<file path="src/rtl/alu_pkg.sv">
// alu_pkg: opcode values, controller state enum, response kind encoding and opcode classifiers shared by alu_seq_ctrl
package alu_pkg;
  localparam logic [4:0] OP_LDW  = 5'b00000;
  localparam logic [4:0] OP_LDWI = 5'b00001;
  localparam logic [4:0] OP_STW  = 5'b00010;
  localparam logic [4:0] OP_ADD  = 5'b00011;
  localparam logic [4:0] OP_SUB  = 5'b00100;
  localparam logic [4:0] OP_SHR  = 5'b00101;
  localparam logic [4:0] OP_SHL  = 5'b00110;
  localparam logic [4:0] OP_ROR  = 5'b00111;
  localparam logic [4:0] OP_ROL  = 5'b01000;
  localparam logic [4:0] OP_AND  = 5'b01001;
  localparam logic [4:0] OP_OR   = 5'b01010;
  localparam logic [4:0] OP_ADDI = 5'b01011;
  localparam logic [4:0] OP_ANDI = 5'b01100;
  localparam logic [4:0] OP_ORI  = 5'b01101;
  localparam logic [4:0] OP_MUL  = 5'b01110;
  localparam logic [4:0] OP_DIV  = 5'b01111;
  localparam logic [4:0] OP_NEG  = 5'b10000;
  localparam logic [4:0] OP_NOT  = 5'b10001;
  localparam logic [4:0] OP_BR   = 5'b10010;
  localparam logic [4:0] OP_JR   = 5'b10011;
  localparam logic [4:0] OP_JAL  = 5'b10100;
  localparam logic [4:0] OP_IN   = 5'b10101;
  localparam logic [4:0] OP_OUT  = 5'b10110;
  localparam logic [4:0] OP_MFHI = 5'b10111;
  localparam logic [4:0] OP_MFLO = 5'b11000;
  localparam logic [4:0] OP_NOP  = 5'b11001;
  localparam logic [4:0] OP_HALT = 5'b11010;
  typedef enum logic [1:0] {IDLE, EXEC, RESP, HALT} state_t;
  typedef enum logic [1:0] {KIND_NONE, KIND_REG, KIND_MEM, KIND_BRN} kind_t;
  function automatic logic is_muldiv(input logic [4:0] op);
    return op == OP_MUL || op == OP_DIV;
  endfunction
  function automatic kind_t exec_kind(input logic [4:0] op);
    return op <= OP_STW ? KIND_MEM : (op >= OP_BR && op <= OP_JAL) ? KIND_BRN : KIND_REG;
  endfunction
endpackage

</file>
<file path="src/rtl/alu_seq_hilo.sv">
// alu_seq_hilo: HI/LO register pair; ports clk, clear (sync zero), load, hi_in/lo_in in, hi/lo out
module alu_seq_hilo (
  input  logic        clk,
  input  logic        clear,
  input  logic        load,
  input  logic [31:0] hi_in,
  input  logic [31:0] lo_in,
  output logic [31:0] hi,
  output logic [31:0] lo
);
  always_ff @(posedge clk)
    if (clear) begin
      hi <= '0;
      lo <= '0;
    end else if (load) begin
      hi <= hi_in;
      lo <= lo_in;
    end
endmodule

</file>
<file path="src/rtl/alu_seq_ctrl.sv">
// alu_seq_ctrl: multi-cycle ALU issue controller; req_* in / alu_* registered out / alu_rc in / rsp_* out / hi_out,lo_out,halted; ALU_SEQ_HILO_EN enables HI/LO
module alu_seq_ctrl
  import alu_pkg::*;
#(
  parameter int MULDIV_LAT = 4,
  parameter int SIMPLE_LAT = 1
) (
  input  logic        clk,
  input  logic        clear,
  input  logic        req_valid,
  output logic        req_ready,
  input  logic [4:0]  req_opcode,
  input  logic [31:0] req_ra,
  input  logic [31:0] req_rb,
  input  logic        req_brn_flag,
  output logic [31:0] alu_ra,
  output logic [31:0] alu_rb,
  output logic [4:0]  alu_opcode,
  output logic        alu_brn_flag,
  input  logic [63:0] alu_rc,
  output logic        rsp_valid,
  input  logic        rsp_ready,
  output logic [31:0] rsp_data,
  output logic [1:0]  rsp_kind,
  output logic [31:0] hi_out,
  output logic [31:0] lo_out,
  output logic        halted
);
  localparam logic [3:0] MD_CNT = 4'(MULDIV_LAT - 1);
  localparam logic [3:0] SP_CNT = 4'(SIMPLE_LAT - 1);
  state_t      state;
  logic [3:0]  cnt;
  logic [31:0] hi, lo;
`ifdef ALU_SEQ_HILO_EN
  localparam bit HILO_EN = 1'b1;
  logic hilo_load;
  assign hilo_load = state == EXEC && cnt == '0 && is_muldiv(alu_opcode);
  alu_seq_hilo u_hilo (
    .clk   (clk),
    .clear (clear),
    .load  (hilo_load),
    .hi_in (alu_rc[63:32]),
    .lo_in (alu_rc[31:0]),
    .hi    (hi),
    .lo    (lo)
  );
`else
  localparam bit HILO_EN = 1'b0;
  logic unused_rc_hi;
  assign unused_rc_hi = ^alu_rc[63:32];
  assign hi = '0;
  assign lo = '0;
`endif
  assign req_ready = state == IDLE;
  assign hi_out    = hi;
  assign lo_out    = lo;
  always_ff @(posedge clk)
    if (clear) begin
      state        <= IDLE;
      cnt          <= '0;
      alu_ra       <= '0;
      alu_rb       <= '0;
      alu_opcode   <= '0;
      alu_brn_flag <= 1'b0;
      rsp_valid    <= 1'b0;
      rsp_data     <= '0;
      rsp_kind     <= KIND_NONE;
      halted       <= 1'b0;
    end else begin
      case (state)
        IDLE: if (req_valid) begin
          alu_ra       <= req_ra;
          alu_rb       <= req_rb;
          alu_opcode   <= req_opcode;
          alu_brn_flag <= req_brn_flag;
          rsp_data     <= '0;
          rsp_kind     <= KIND_NONE;
          if (req_opcode == OP_HALT) begin
            state  <= HALT;
            halted <= 1'b1;
          end else if (req_opcode == OP_MFHI || req_opcode == OP_MFLO) begin
            state    <= RESP;
            rsp_data <= req_opcode == OP_MFHI ? hi : lo;
            rsp_kind <= HILO_EN ? KIND_REG : KIND_NONE;
          end else if (req_opcode >= OP_IN) begin
            state <= RESP;
          end else begin
            state <= EXEC;
            cnt   <= is_muldiv(req_opcode) ? MD_CNT : SP_CNT;
          end
        end
        EXEC: if (cnt == '0) begin
          state    <= RESP;
          rsp_data <= alu_rc[31:0];
          rsp_kind <= is_muldiv(alu_opcode) ? (HILO_EN ? KIND_NONE : KIND_REG) : exec_kind(alu_opcode);
        end else begin
          cnt <= cnt - 4'd1;
        end
        RESP: if (rsp_valid && rsp_ready) begin
          state     <= IDLE;
          rsp_valid <= 1'b0;
        end else begin
          rsp_valid <= 1'b1;
        end
        HALT: state <= HALT;
        default: state <= IDLE;
      endcase
    end
endmodule
</file>
<file path="config.mk">
export PLATFORM = sky130hd
export DESIGN_NAME = alu_seq_ctrl
export DESIGN_NICKNAME = d
export VERILOG_FILES = /design/src/rtl/alu_pkg.sv /design/src/rtl/alu_seq_hilo.sv /design/src/rtl/alu_seq_ctrl.sv
export SDC_FILE = /design/constraint.sdc
export NUM_CORES = 1
export LEC_CHECK = 0
export CAP_MARGIN = 20
export CORE_AREA = 2 2 119 121
export DETAILED_ROUTE_END_ITERATION = 12
export DIE_AREA = 0 0 121 123
export GPL_TIMING_DRIVEN = 0
export HOLD_SLACK_MARGIN = 0.03
export PLACE_DENSITY = 0.77
export SLEW_MARGIN = 30
export SYNTH_ARGS = -nofsm -noshare
export SYNTH_HDL_FRONTEND = slang
export SYNTH_SLANG_ARGS = --single-unit
</file>
<file path="constraint.sdc">
create_clock -name clk -period 3.85 [get_ports clk]
set_input_delay 0.5775 -clock clk [delete_from_list [all_inputs] [get_ports clk]]
set_output_delay 0.5775 -clock clk [all_outputs]
set_load 0.1 [all_outputs]
</file>
==> out/results.tsv <==
metric	value	unit
core_area	13600	um^2
grt-ovfl-total	0	
cp_top_family	buffers and inverters	
clk_latency	340	ps
grt_pass1_wl	21.1	mm
clockRootBuffer	clkbuf_16	
postCtsSetupBuffers	0	
ir_drop	0.209	mV
start_util	33.7	%
clockBufferDepth	2	
grt_max_degree	17	
post_drt_wl_per_cell	13.3	um
antenna_found_initial	0	
synth_warnings	0	
wirelength	14.0	mm
clk_pin_slew	70	ps
cts_tree	built	
r2r-end	rsp_data[5]	
cp.arrival	2040	ps
synth_top_area_cell	dfxtp_1	
die-area	14900	um^2
period_minus_slack	2620	ps
reg2reg_depth	8	
drive_gt1_share	11.1	%
die_h	123	um
slowest_delay	1170	ps
synth_ff_type	dfxtp_1	
htreeDepth	3	
syn_inst	582	
synth_edf_count	0	
slew_viol_final	0	
fill_cells	1321	
placed_cell_area	7140	um^2
path_cells	nor2_1 > clkdlybuf4s50_1	
numCtsBuffers	9	
io_pins	309	
min_path_type	flop to flop	
criticalPathCategory	flop to output pin	
cts.sinks	112	
slowest_stage	clkdlybuf4s50_1	
critPathBufInv	1	
die_w	121	um
hold_path_end	alu_ra[18]	
synth_seq_cells	112	
fin_crit_sh	68.0	%
ctsResizeCount	0	
worstMarginPinSlew	1030	ps
vias	4496	
critPathLaunchType	flop	
fin_setup_tns	0	ps
holdCritStartpoint	alu_ra[18]	
synthTopCellsByArea	dfxtp_1 49%, nand2_1 14%, a21oi_1 12%	
status	completed	
num_antenna_cells	0	
port_buffers	211	
synth_cell_types	36	
endpoint_kind	output pin	
syn_avg_cell_area	7.88	um^2
grt_usage	18.3	%
slew_headroom	31.1	%
setup_viol	0	
grt_pass1_vias	4051	
drt_iter0_drc	152	
async_reset_ff_share	0	%
p_total	3980	uW
rsz0062_at_grt	no	
stdcell_area	7420	um^2
power_density	536	nW/um^2
cts_hold_buf	0	
drv_cap	0	
leakage	0.00295	uW
area_delta_synth_final	61.9	%
cp_data_required_time	3270	ps
via_per_inst	4.27	
dr.pass1.iters	4	
num_rows	43	
timing.rr.start	cnt[0]	
hold_depth	2	
max_freq	382	MHz
skew	5.91	ps
hold_viol_final	0	
nNetsFinal	1007	
seq_area_frac_synth	48.9	%
dpl.hpwl	10.8	mm
detail-route-antenna-nets	0	
gp_congestion	0.769	
worstPathMaxFanout	8	
r2r_slack	1800	ps
syn-cell-area	4580	um^2
yosysTopAreaCellShare	48.9	%
drc_errors	0	
## worst register-to-register path, stage by stage, from the launching register on
cell and delay [ps]:
dfxtp_1 340, inv_1 80, ha_1 140, nor3b_1 570, nand2b_1 130, buf_2 210
clkbuf_1 240, nand3_1 150, a21oi_1 70
## metal layers
layer | GRT usage [%] | part of all wire, % | vias to the layer above
li1 | - | - | 2357
met4 | 7.99 | 2.4 | 0
met5 | 0 | 0 | -
met1 | 21.3 | 41 | 1935
met3 | 6.13 | 9.5 | 22
met2 | 30.7 | 47 | 182
## cell usage in the layout, fill, tap and decap left out, types with 2 or more instances in the layout
master / n
clkdlybuf4s50_1: 207
nand2_1: 174
dfxtp_1: 112
a21oi_1: 110
buf_4: 66
conb_1: 64
nand3_1: 33
clkbuf_1: 25
buf_2: 16
nor2_1: 9
clkbuf_16: 9
buf_1: 6
nand4b_1: 3
nor3_1: 3
inv_1: 2
nor3b_1: 2
nand2b_1: 2
nor2b_1: 2
mux2i_1: 2
o21ai_0: 2
or2_2: 2
ha_1: 2
## power breakdown
part	total, uW	internal [uW]	switching (uW)
logic	1740	415	1320
clock network	920	506	414
registers	1320	1260	59.4
total	3980	2180	1800
## layout make-up
type / instances / area [um^2] / area share [%]
clock inverter: 3 / 42.5 / 0.573
multi-input combinational: 426 / 1910 / 25.8
clock buffer: 13 / 240 / 3.24
tap: 180 / 225 / 3.03
timing repair buffer: 211 / 2090 / 28.2
sequential: 112 / 2240 / 30.2
buffer: 105 / 657 / 8.85
inverter: 2 / 7.51 / 0.101
## cells by family after synthesis
kind of cell               Yosys count  share of synthesized area, %
DFF                                112                          48.9
other                                1                        0.0818
adders and majority gates            2                         0.546
muxes                                3                         0.682
AOI/OAI and AO/OA                  120                          13.6
buffers and inverters              107                          14.5
and+or+nand+nor                    237                          21.7
## metrics by stage
stage               cells  hold WS [ps]  utilization (%)  setup slack (ps)
CTS                  1052           456             54.5              1190
floorplan             645           452                -              1650
detailed placement   1036           445             52.4              1480
global placement     1036           441             52.6              1480
finish               1052           453             54.5              1230
global route         1052           471             54.5              1170
## registers in the layout (all words and copies together), names as in the netlist
name / flops
alu_ra: 32
state: 2
rsp_data: 32
halted: 1
rsp_valid: 1
alu_opcode: 5
alu_brn_flag: 1
alu_rb: 32
cnt: 4
rsp_kind: 2
## Yosys cell counts, drive strengths merged, types with 2 or more instances
master and number:
nand2 174, dfxtp 112, a21oi 110, buf 84
nand3 33, clkbuf 21, nor2 9, nand4b 3
nor3 3, o21ai 3, or2 3, ha 2
inv 2, mux2i 2, nand2b 2, nor2b 2
nor3b 2
## how the worst max path moves through the flow
| stage | start | end | slack, ps | cells past startpoint |
|---|---|---|---|---|
| after floorplan | state[0] | req_ready | 1650 | 1 |
| after global placement | req_valid | rsp_kind[1] | 1480 | 7 |
| after detailed placement | req_valid | rsp_kind[1] | 1480 | 7 |
| after CTS | state[0] | req_ready | 1190 | 2 |
| after global routing | state[0] | req_ready | 1170 | 2 |
| final | state[0] | req_ready | 1230 | 2 |
No activity file was read; power rests on OpenSTA's default activity.
